File: src/rtl/s_bus_arbiter.sv
// Round-robin arbiter that drives the one-hot enables of the six OR-combined S-bus sources.
// Optional macro S_BUS_ARB_PRIO0_EN gives source 0 fixed top priority at each arbitration point.
module s_bus_arbiter #(
    parameter int NUM_SRC  = 6,
    parameter int MAX_HOLD = 4
) (
    input  logic               clk,
    input  logic               rst_n,
    input  logic [NUM_SRC-1:0] req,
    input  logic [NUM_SRC-1:0] last,
    output logic [NUM_SRC-1:0] grant,
    output logic               grant_valid,
    output logic [2:0]         grant_id,
    output logic [3:0]         hold_cnt
);

    typedef enum logic {S_IDLE, S_GRANT} state_t;

    state_t             r_state, w_state_nxt;
    logic [NUM_SRC-1:0] r_grant, w_grant_nxt;
    logic [2:0]         r_gid, w_gid_nxt;
    logic [2:0]         r_ptr, w_ptr_nxt;
    logic [3:0]         r_hold, w_hold_nxt;
    logic               r_valid, w_valid_nxt;

    logic               w_g_req, w_g_last, w_release;
    logic [NUM_SRC-1:0] w_others;
    logic [2:0]         w_rel_ptr;
    logic [2:0]         w_pick;

    // First set bit of rq searching from ptr upward, wrapping modulo 6.
    function automatic logic [2:0] pick(input logic [2:0] ptr, input logic [NUM_SRC-1:0] rq);
        int         s;
        logic [2:0] idx;
        pick = ptr;
        for (int k = NUM_SRC - 1; k >= 0; k--) begin
            s = int'(ptr) + k;
            if (s >= NUM_SRC) s = s - NUM_SRC;
            idx = 3'(s);
            if (rq[idx]) pick = idx;
        end
`ifdef S_BUS_ARB_PRIO0_EN
        if (rq[0]) pick = 3'd0;
`endif
    endfunction

    assign w_g_req   = req[r_gid];
    assign w_g_last  = last[r_gid];
    assign w_release = !w_g_req || w_g_last || (r_hold == 4'(MAX_HOLD));
    // The grantee is masked out so it can never win its own re-arbitration.
    assign w_others  = req & ~r_grant;
    assign w_rel_ptr = (r_gid == 3'(NUM_SRC - 1)) ? 3'd0 : r_gid + 3'd1;
    assign w_pick    = (r_state == S_IDLE) ? pick(r_ptr, req) : pick(w_rel_ptr, w_others);

    always_comb begin
        w_state_nxt = r_state;
        w_grant_nxt = r_grant;
        w_gid_nxt   = r_gid;
        w_ptr_nxt   = r_ptr;
        w_hold_nxt  = r_hold;
        w_valid_nxt = r_valid;
        case (r_state)
            S_IDLE: begin
                if (|req) begin
                    w_state_nxt = S_GRANT;
                    w_gid_nxt   = w_pick;
                    w_grant_nxt = NUM_SRC'(1) << w_pick;
                    w_hold_nxt  = 4'd1;
                    w_valid_nxt = 1'b1;
                end
            end
            S_GRANT: begin
                if (w_release) begin
                    w_ptr_nxt = w_rel_ptr;
                    if (|w_others) begin
                        w_gid_nxt   = w_pick;
                        w_grant_nxt = NUM_SRC'(1) << w_pick;
                        w_hold_nxt  = 4'd1;
                    end else if (w_g_req && !w_g_last) begin
                        // Sole requester cut off by the hold limit: fresh tenure.
                        w_hold_nxt = 4'd1;
                    end else begin
                        w_state_nxt = S_IDLE;
                        w_grant_nxt = '0;
                        w_gid_nxt   = 3'd0;
                        w_hold_nxt  = 4'd0;
                        w_valid_nxt = 1'b0;
                    end
                end else begin
                    w_hold_nxt = r_hold + 4'd1;
                end
            end
            default: w_state_nxt = S_IDLE;
        endcase
    end

    always_ff @(posedge clk or negedge rst_n) begin
        if (!rst_n) begin
            r_state <= S_IDLE;
            r_grant <= '0;
            r_gid   <= 3'd0;
            r_ptr   <= 3'd0;
            r_hold  <= 4'd0;
            r_valid <= 1'b0;
        end else begin
            r_state <= w_state_nxt;
            r_grant <= w_grant_nxt;
            r_gid   <= w_gid_nxt;
            r_ptr   <= w_ptr_nxt;
            r_hold  <= w_hold_nxt;
            r_valid <= w_valid_nxt;
        end
    end

    assign grant       = r_grant;
    assign grant_valid = r_valid;
    assign grant_id    = r_gid;
    assign hold_cnt    = r_hold;

endmodule

File: config.mk
export PLATFORM = sky130hd
export DESIGN_NAME = s_bus_arbiter
export DESIGN_NICKNAME = d
export VERILOG_FILES = /design/src/rtl/s_bus_arbiter.sv
export SDC_FILE = /design/constraint.sdc
export NUM_CORES = 1
export LEC_CHECK = 0
export BUFFER_PORTS_ARGS = -buffer_cell sky130_fd_sc_hd__buf_2
export CAP_MARGIN = 20
export CELL_PAD_IN_SITES_DETAIL_PLACEMENT = 0
export CELL_PAD_IN_SITES_GLOBAL_PLACEMENT = 1
export CORE_ASPECT_RATIO = 1.75
export CORE_MARGIN = 2
export CORE_UTILIZATION = 49
export CTS_CLUSTER_SIZE = 30
export DETAILED_ROUTE_END_ITERATION = 8
export GPL_ROUTABILITY_DRIVEN = 0
export PLACE_DENSITY = 0.89
export SLEW_MARGIN = 20
export SYNTH_ARGS = -nofsm -noshare
export SYNTH_HDL_FRONTEND = slang
export SYNTH_SLANG_ARGS = --single-unit
File: constraint.sdc
create_clock -name clk -period 5.1 [get_ports clk]
set_clock_uncertainty 0.05 [all_clocks]
set_input_delay 1.02 -clock clk [delete_from_list [all_inputs] [get_ports clk]]
set_output_delay 1.02 -clock clk [all_outputs]
set_load 0.02 [all_outputs]
==> reports/qor.yml, run 1 <==
die:
  rows: 36
  io_pins: 28
  dieArea_um2: 6350
  die_x_um: 61.1
  die_h_um: 104
  fp.coreArea_um2: 5540
  initial_core_util_pct: 50.5
clock_tree:
  post-cts-setup-buffers: 0
  cts_buffers: 3
  cts_tree: "yes"
  post_cts_resized: 0
  cts_hold_buf: 0
  clock_latency_ns: 0.26
  cts_max_level: 1
  clkTransAtPathRegs_ns: 0.07
  clkSinkCount: 18
  clockRootBuffer: "clkbuf_8"
  clockBufferDepth: 2
sta:
  report.final.setup_viol: 0
  hold_viol: 0
  tns_ns: 0
  relSlewSlack_pct: 47.1
  final_max_slew_viol_count: 0
  max_freq_mhz: 248
  rsz0062_at_grt: "false"
  period_needed_ns: 4.03
  min_period_over_period_pct: 79.1
  tightest_slew_ns: 0.772
synth:
  yosysMostFrequentCell: "nand2_1"
  async_flop_share_pct: 100
  synth_seq_area_share_pct: 16.1
  synth_seq_cells: 18
  synth_largest_area_cell: "dfrtp_1"
  synthCells: 346
  synth_fp_nets: 378
  synth_edf_count: 0
  ys.flop_type: "dfrtp_1"
  ys_top_cells_by_area: "dfrtp_1, ha_1, mux2i_1"
  ys_types: 77
  post_synth.cell_area_avg_um2: 8.09
  yosys_warnings: 0
  synth_area_um2: 2800
  synth_common_cells: "nand2_1, nor2_1, a21oi_1"
  yosysTopAreaCellShare_pct: 16.1
setup_path:
  path_class: "register to register"
  path_max_fanout: 18
  endpoint_kind: "register"
  worst_setup_path_start_kind: "register"
  reg2regPathDepth: 11
  critPathLaunch: "grant_id[2]"
  arrival_ns: 4.14
  worstPathRequired_ns: 5.20
  rr_startpoint: "grant_id[2]"
layout:
  areaGrowthSynthToFinish_pct: 6.57
  layout.area.seq_um2: 450
  num-nets-final: 392
  nFillCells: 556
  insertedDiodeCount: 0
  drive_above_1_share_pct: 17.8
  multi_input_area_um2: 2170
grt:
  overflow: 0
  grt_pass1_wl_um: 12800
  grt_pass1_vias: 2613
  antenna_found_initial: 0
  groute.usage.overall_pct: 26.0
  grt_max_degree: 24
outcome:
  status: "finished clean"
route:
  vias_per_cell: 6.30
  ant_nets: 0
  drtIter0Drc: 197
  wl_per_cell_um: 17.8
  via_count: 2740
  routed_wl_um: 7740
  drc: 0
  first_pass_iters: 4
worst_hold_path:
  hold_start: "hold_cnt[3]"
  worst_hold_path.num_cells: 1
  hold_path_class: "register to register"
placement:
  port_buffers: 27
  hpwl_um: 6140
job:
  max-cap-violations: 0
[metrics by stage]
| stage | instances | instance area, um2 | setup slack (ns) | utilization [%] | hold WS [ns] |
|---|---|---|---|---|---|
| 6_report | 435 | 2980 | 1.07 | 53.8 | 0.456 |
| 5_1_grt | 435 | 2980 | 0.803 | 53.8 | 0.472 |
| 4_1_cts | 435 | 2980 | 1.12 | 53.8 | 0.453 |
| 3_5_place_dp | 431 | 2930 | 1.14 | 52.8 | 0.442 |
| 3_3_place_gp | 431 | 2930 | 1.09 | 52.8 | 0.447 |
| 2_1_floorplan | 346 | 2800 | 1.61 | - | 0.557 |
[logic make-up after synthesis]
family | share of synthesized area, %
AND/OR/NAND/NOR | 23.8
AO/OA/AOI/OAI | 31.2
buffers and inverters | 6.31
multiplexers | 11.8
adder cells (fa/ha/maj) | 8.05
flip-flops | 16.1
XOR/XNOR | 2.77
[final timing paths]
kind                               end  slack, ns
max                           grant[2]       1.07
max in group asynchronous  hold_cnt[1]       4.06
max reg2reg                   grant[2]       1.07
min in group asynchronous  grant_id[0]       0.64
min reg2reg                hold_cnt[3]       0.46
min                        hold_cnt[3]       0.46
[final cells by class]
class                      instances  share of cell area [%]
inverter                          16                    2.01
tap                               76                    3.19
timing repair buffer              29                    5.04
clock buffer                       4                    1.85
sequential                        18                    15.1
multi-input combinational        292                    72.8
[worst max-delay path: stages, from the launching register on]
cell and delay [ns]:
dfrtp_1 0.68, nor2_1 0.07, mux2i_1 0.63, ha_1 0.48, xnor2_1 0.47, o22ai_1 0.18
a211oi_1 0.30, o22ai_1 0.13, o211ai_1 0.18, o2111ai_1 0.16, and3_1 0.31, a32o_1 0.28
[sequential cells by signal, summed over array words and instances, names as in the netlist]
register,cells
grant,6
r_state,1
grant_id,3
r_ptr,3
hold_cnt,4
grant_valid,1
[placed cells by master (no fill, tap or decap), drive strengths merged, types with 5 or more instances in the layout]
master,count
nand2b,9
nand3,10
buf,29
o211ai,6
mux2,8
xnor2,8
a211oi,8
o21ai,22
a32o,6
o31ai,6
nor3,5
and3,6
a21o,6
nor2b,12
nand2,29
ha,18
inv,16
a21oi,20
nor2,27
nor3b,5
dfrtp,18
a31oi,7
mux2i,16
[per-layer routing]
layer / up-vias / share of wire, % / track usage, %
li1: 1335 / - / -
met1: 1322 / 38 / 30.0
met2: 67 / 57 / 47.1
met3: 16 / 2.4 / 2.61
met4: 0 / 2.1 / 8.39
met5: - / 0 / 0
Power of run 1 is not shown: default switching activity piles up to over one toggle a cycle in this logic, so the estimate is an artifact.
==> run 2: changes to the inputs <==
- CORE_UTILIZATION: 49 -> 45
- PLACE_DENSITY: 0.89 -> 0.83
- clock period: 5.1 -> 3.85 ns (I/O delays scaled with it)
==> run 2 against run 1 <==
Highest routed layer unchanged. Global-route usage down 1.9 points. Non-clock buffer count up 7. Die area up 8.4%. Register-to-register slack worse by 0.72 ns. Via count up 0.73%. Cell area up 1.9%.
==> reports/qor.yml, run 2 (synthesized netlist as in run 1, its figures left out) <==
route:
  via_count: 2760  # was 2,740
  routed_wl_um: 8250  # was 7740 um
  ant_nets: 0  # unchanged
  drc: 0  # unchanged
  drtIter0Drc: 139  # was 197
  wl_per_cell_um: 18.5  # was 17.8 um
  vias_per_cell: 6.19  # was 6.30
  first_pass_iters: 5  # was 4
clock_tree:
  clkSinkCount: 18  # unchanged
  cts_buffers: 3  # unchanged
  cts_max_level: 1  # unchanged
  clockRootBuffer: "clkbuf_8"  # unchanged
  cts_hold_buf: 0  # unchanged
  clkTransAtPathRegs_ns: 0.07  # about the same
  post_cts_resized: 0  # unchanged
  post-cts-setup-buffers: 0  # unchanged
  clock_latency_ns: 0.26  # about the same
  clockBufferDepth: 2  # unchanged
  cts_tree: "yes"  # unchanged
die:
  dieArea_um2: 6890  # was 6350 um2
  io_pins: 28  # unchanged
  initial_core_util_pct: 46.0  # was 50.5%
  fp.coreArea_um2: 6090  # was 5540 um2
  die_h_um: 108  # was 104 um
  die_x_um: 63.6  # was 61.1 um
  rows: 38  # was 36
sta:
  min_period_over_period_pct: 91.1  # was 79.1%
  max_freq_mhz: 285  # was 248 MHz
  rsz0062_at_grt: "false"  # unchanged
  final_max_slew_viol_count: 0  # unchanged
  report.final.setup_viol: 0  # unchanged
  period_needed_ns: 3.51  # was 4.03 ns
  tns_ns: 0  # unchanged
  relSlewSlack_pct: 52.1  # was 47.1%
  hold_viol: 0  # unchanged
  tightest_slew_ns: 0.716  # was 0.772 ns
  holdWs_ns: 0.380  # was 0.456 ns
placement:
  hpwl_um: 6610  # was 6140 um
  port_buffers: 27  # unchanged
layout:
  areaGrowthSynthToFinish_pct: 8.63  # was 6.57%
  final_common_cell: "nand2_1"  # unchanged
  nFillCells: 647  # was 556
  mostFrequentLayoutCells: "nand2_1, buf_2, nor2_1"  # unchanged
  drive_above_1_share_pct: 19.4  # was 17.8%
  insertedDiodeCount: 0  # unchanged
  largest_reg_flops: 6  # unchanged
  num-nets-final: 399  # was 392
grt:
  grt_pass1_wl_um: 13100  # was 12,800 um
  antenna_found_initial: 0  # unchanged
  grt_pass1_vias: 2681  # was 2,613
  groute.usage.overall_pct: 24.1  # was 26.0%
  grt_max_degree: 24  # unchanged
  overflow: 0  # unchanged
setup_path:
  path_max_fanout: 10  # was 18
  regToRegSetupSlack_ns: 0.34  # was 1.07 ns
  worstPathRequired_ns: 3.94  # was 5.20 ns
  reg2regPathDepth: 12  # was 11
  arrival_ns: 3.60  # was 4.14 ns
  worstReg2RegEnd: "grant[2]"  # unchanged
  rr_startpoint: "grant_id[2]"  # unchanged
  worst_setup_path_start_kind: "register"  # unchanged
  path_class: "register to register"  # unchanged
  endpoint_kind: "register"  # unchanged
outcome:
  status: "finished clean"  # unchanged
job:
  max-cap-violations: 0  # unchanged
worst_hold_path:
  hold_path_class: "input pin to async pin"  # was register to register
run 2: layout make-up:
class	instances	area (um2)	area share, %
well taps	80	100	3.29
flip-flops and latches	18	450	14.8
clock buffers	4	55.1	1.81
multi-input cells	292	2170	71.4
repair buffers	36	203	6.67
inverters	16	60.1	1.98
run 2: worst max-delay path by stage:
| stage | from | to | slack, ns |
|---|---|---|---|
| after global placement | grant_id[2] | grant[2] | 0.51 |
| after global routing | grant_id[2] | grant[4] | 0.08 |
| final | grant_id[2] | grant[2] | 0.34 |
| after detailed placement | grant_id[2] | grant[2] | 0.44 |
| after floorplan | grant_id[0] | grant[2] | 0.36 |
| after CTS | grant_id[2] | grant[2] | 0.40 |
run 2: stage by stage:
step           cells  utilization [%]  worst slack, ns  instance area [um2]
6_report         446             49.9            0.343                 3040
5_1_grt          446             49.9           0.0847                 3040
4_1_cts          446             49.9            0.403                 3040
3_5_place_dp     442             49.0            0.439                 2980
3_3_place_gp     442             49.0            0.512                 2980
2_1_floorplan    346                -            0.361                 2800
run 2: layer usage:
| layer | track usage, % | share of wire (%) | vias up | routed length (um) |
|---|---|---|---|---|
| li1 | - | - | 1348 | - |
| met1 | 25.1 | 38 | 1312 | 3120 |
| met2 | 47.7 | 56 | 75 | 4620 |
| met3 | 1.66 | 2.9 | 25 | 240 |
| met4 | 11.5 | 3.3 | 0 | 274 |
| met5 | 0 | 0 | - | 0 |
run 2: critical path, cell delays in order (launching register included):
cell,delay [ns]
dfrtp_1,0.49
nor2b_1,0.45
a21oi_1,0.17
ha_1,0.24
nor4bb_1,0.29
o21bai_1,0.19
and2_1,0.23
a211oi_1,0.22
o22ai_1,0.13
o211ai_1,0.18
o2111ai_1,0.16
and3_1,0.31
a32o_1,0.28
Power of run 2 is left out for the same reason.
==> run 3: changes to the inputs <==
- CORE_UTILIZATION: 45 -> 47
- CTS_BUF_LIST: not set -> sky130_fd_sc_hd__clkbuf_4
- PLACE_DENSITY: 0.83 -> 0.86
==> run 3 against run 2 <==
Cell area fell by 1.3%. Global-route usage rose by 0.55 points. Fmax fell by 1.1%. Die area decreased by 4.1%. Sequential share of layout area increased by 0.24 points. Setup slack got worse by 0.039 ns. Hold slack lost 0.049 ns. Critical path depth stayed put. Critical path type unchanged. Critical endpoint unchanged. Largest cell class unchanged.
==> reports/qor.yml, run 3 (synthesized netlist as in run 1, its figures left out) <==
layout:
  largest_reg_flops: 6  # unchanged
  areaGrowthSynthToFinish_pct: 7.20  # was 8.63%
  final_util_pct: 51.4  # was 49.9%
  drive_above_1_share_pct: 19.6  # was 19.4%
  fin_area_um2: 3000  # was 3040 um2
  insertedDiodeCount: 0  # unchanged
  nFillCells: 603  # was 647
  multi_input_area_um2: 2180  # was 2170 um2
  num-nets-final: 396  # was 399
  mostFrequentLayoutCells: "nand2_1, buf_2, nor2_1"  # unchanged
  layout.area.seq_um2: 452  # was 450 um2
  final_common_cell: "nand2_1"  # unchanged
setup_path:
  critPathTopFamily: "compound AO/OA/AOI/OAI gates"  # unchanged
  arrival_ns: 3.69  # was 3.60 ns
  path_class: "register to register"  # unchanged
  worst_setup_path_start_kind: "register"  # unchanged
  endpoint_kind: "register"  # unchanged
  cpPeakStageDelay_ns: 0.61  # was 0.49 ns
  worstPathRequired_ns: 3.99  # was 3.94 ns
  critPathLaunch: "grant_id[2]"  # unchanged
  rr_startpoint: "grant_id[2]"  # unchanged
  crit_chain: "nor2b_1 > a21oi_1 > ha_1 > nor4bb_1 > o21bai_1 > and2_1 > a211oi_1 > o22ai_1 > o211ai_1 > o2111ai_1 > and3_1 > a32o_1"  # unchanged
  path_max_fanout: 13  # was 10
  crit_buf_inv: 0  # unchanged
  slowest_stage: "dfrtp_1"  # unchanged
placement:
  port_buffers: 27  # unchanged
  placedInstanceArea_um2: 2960  # was 2980 um2
  hpwl_um: 6360  # was 6610 um
  place_ws_ns: 0.185  # was 0.439 ns
sta:
  tightest_slew_ns: 0.738  # was 0.716 ns
  setup_ws_ns: 0.304  # was 0.343 ns
  min_period_over_period_pct: 92.1  # was 91.1%
  rsz0062_at_grt: "false"  # unchanged
  report.final.setup_viol: 0  # unchanged
  tns_ns: 0  # unchanged
  final_max_slew_viol_count: 0  # unchanged
  relSlewSlack_pct: 50.6  # was 52.1%
  max_freq_mhz: 282  # was 285 MHz
  hold_viol: 0  # unchanged
  period_needed_ns: 3.55  # was 3.51 ns
grt:
  grt_pass1_wl_um: 13200  # was 13,100 um
  groute.usage.overall_pct: 24.7  # was 24.1%
  grt_pass1_vias: 2817  # was 2,681
  antenna_found_initial: 0  # unchanged
  overflow: 0  # unchanged
  grt_max_degree: 22  # was 24
die:
  rows: 37  # was 38
  io_pins: 28  # unchanged
  fp.coreArea_um2: 5830  # was 6090 um2
  die_h_um: 106  # was 108 um
  die_x_um: 62.3  # was 63.6 um
  initial_core_util_pct: 48.0  # was 46.0%
  dieArea_um2: 6610  # was 6890 um2
clock_tree:
  post-cts-setup-buffers: 0  # unchanged
  cts_buffers: 3  # unchanged
  clockBufferDepth: 2  # unchanged
  cts_max_level: 1  # unchanged
  cts_tree: "yes"  # unchanged
  clkSinkCount: 18  # unchanged
  clock_latency_ns: 0.30  # was 0.26 ns
  clkTransAtPathRegs_ns: 0.12  # was 0.07 ns
  clockRootBuffer: "clkbuf_4"  # was clkbuf_8
route:
  drtIter0Drc: 188  # was 139
  routed_wl_um: 8020  # was 8250 um
  ant_nets: 0  # unchanged
  first_pass_iters: 4  # was 5
  vias_per_cell: 6.24  # was 6.19
  drc: 0  # unchanged
  wl_per_cell_um: 18.2  # was 18.5 um
  via_count: 2754  # was 2,760
outcome:
  status: "finished clean"  # unchanged
job:
  max-cap-violations: 0  # unchanged
worst_hold_path:
  hold_path_class: "input pin to async pin"  # unchanged
## run 3: worst paths after layout
check	end	slack (ns)	cells past startpoint
min	grant_id[1]	0.33	1
max reg2reg	grant[2]	0.30	12
min in group clk	hold_cnt[3]	0.46	1
min reg2reg	hold_cnt[3]	0.46	1
max	grant[2]	0.30	12
max in group asynchronous	grant_id[1]	3.10	1
## run 3: through the flow
stage                     cells  hold WS [ns]
final                       441         0.331
after floorplan             346         0.424
after global placement      437         0.444
after CTS                   441         0.341
after detailed placement    437         0.445
after global routing        441         0.346
## run 3: final cells by class
cell class                      count  area share (%)
Multi-Input combinational cell    292            72.8
Sequential cell                    18            15.1
Timing Repair Buffer               33            6.01
Tap cell                           78            3.25
Inverter                           16            2.00
Clock buffer                        3           0.751
Clock inverter                      1           0.125
## run 3: worst register-to-register path, stage by stage, from the launching register on
cell	delay (ns)
dfrtp_1	0.61
nor2b_1	0.34
a21oi_1	0.15
ha_1	0.27
nor4bb_1	0.28
o21bai_1	0.16
and2_1	0.22
a211oi_1	0.31
o22ai_1	0.14
o211ai_1	0.18
o2111ai_1	0.15
and3_1	0.30
a32o_1	0.28
## run 3: repair_timing
| item | 4_1_cts | 5_1_grt |
|---|---|---|
| resized for setup | 0 | 4 |
| hold buffers | 0 | 0 |
| setup endpoints to repair | 0 | 7 |
## run 3: layer usage
layer	up-vias	wire length, um	global-route usage (%)
met5	-	0	0
met4	0	387	16.3
met3	32	218	2.33
met2	68	4420	47.4
met1	1315	2990	24.7
li1	1339	-	-
Power of run 3 is left out for the same reason.
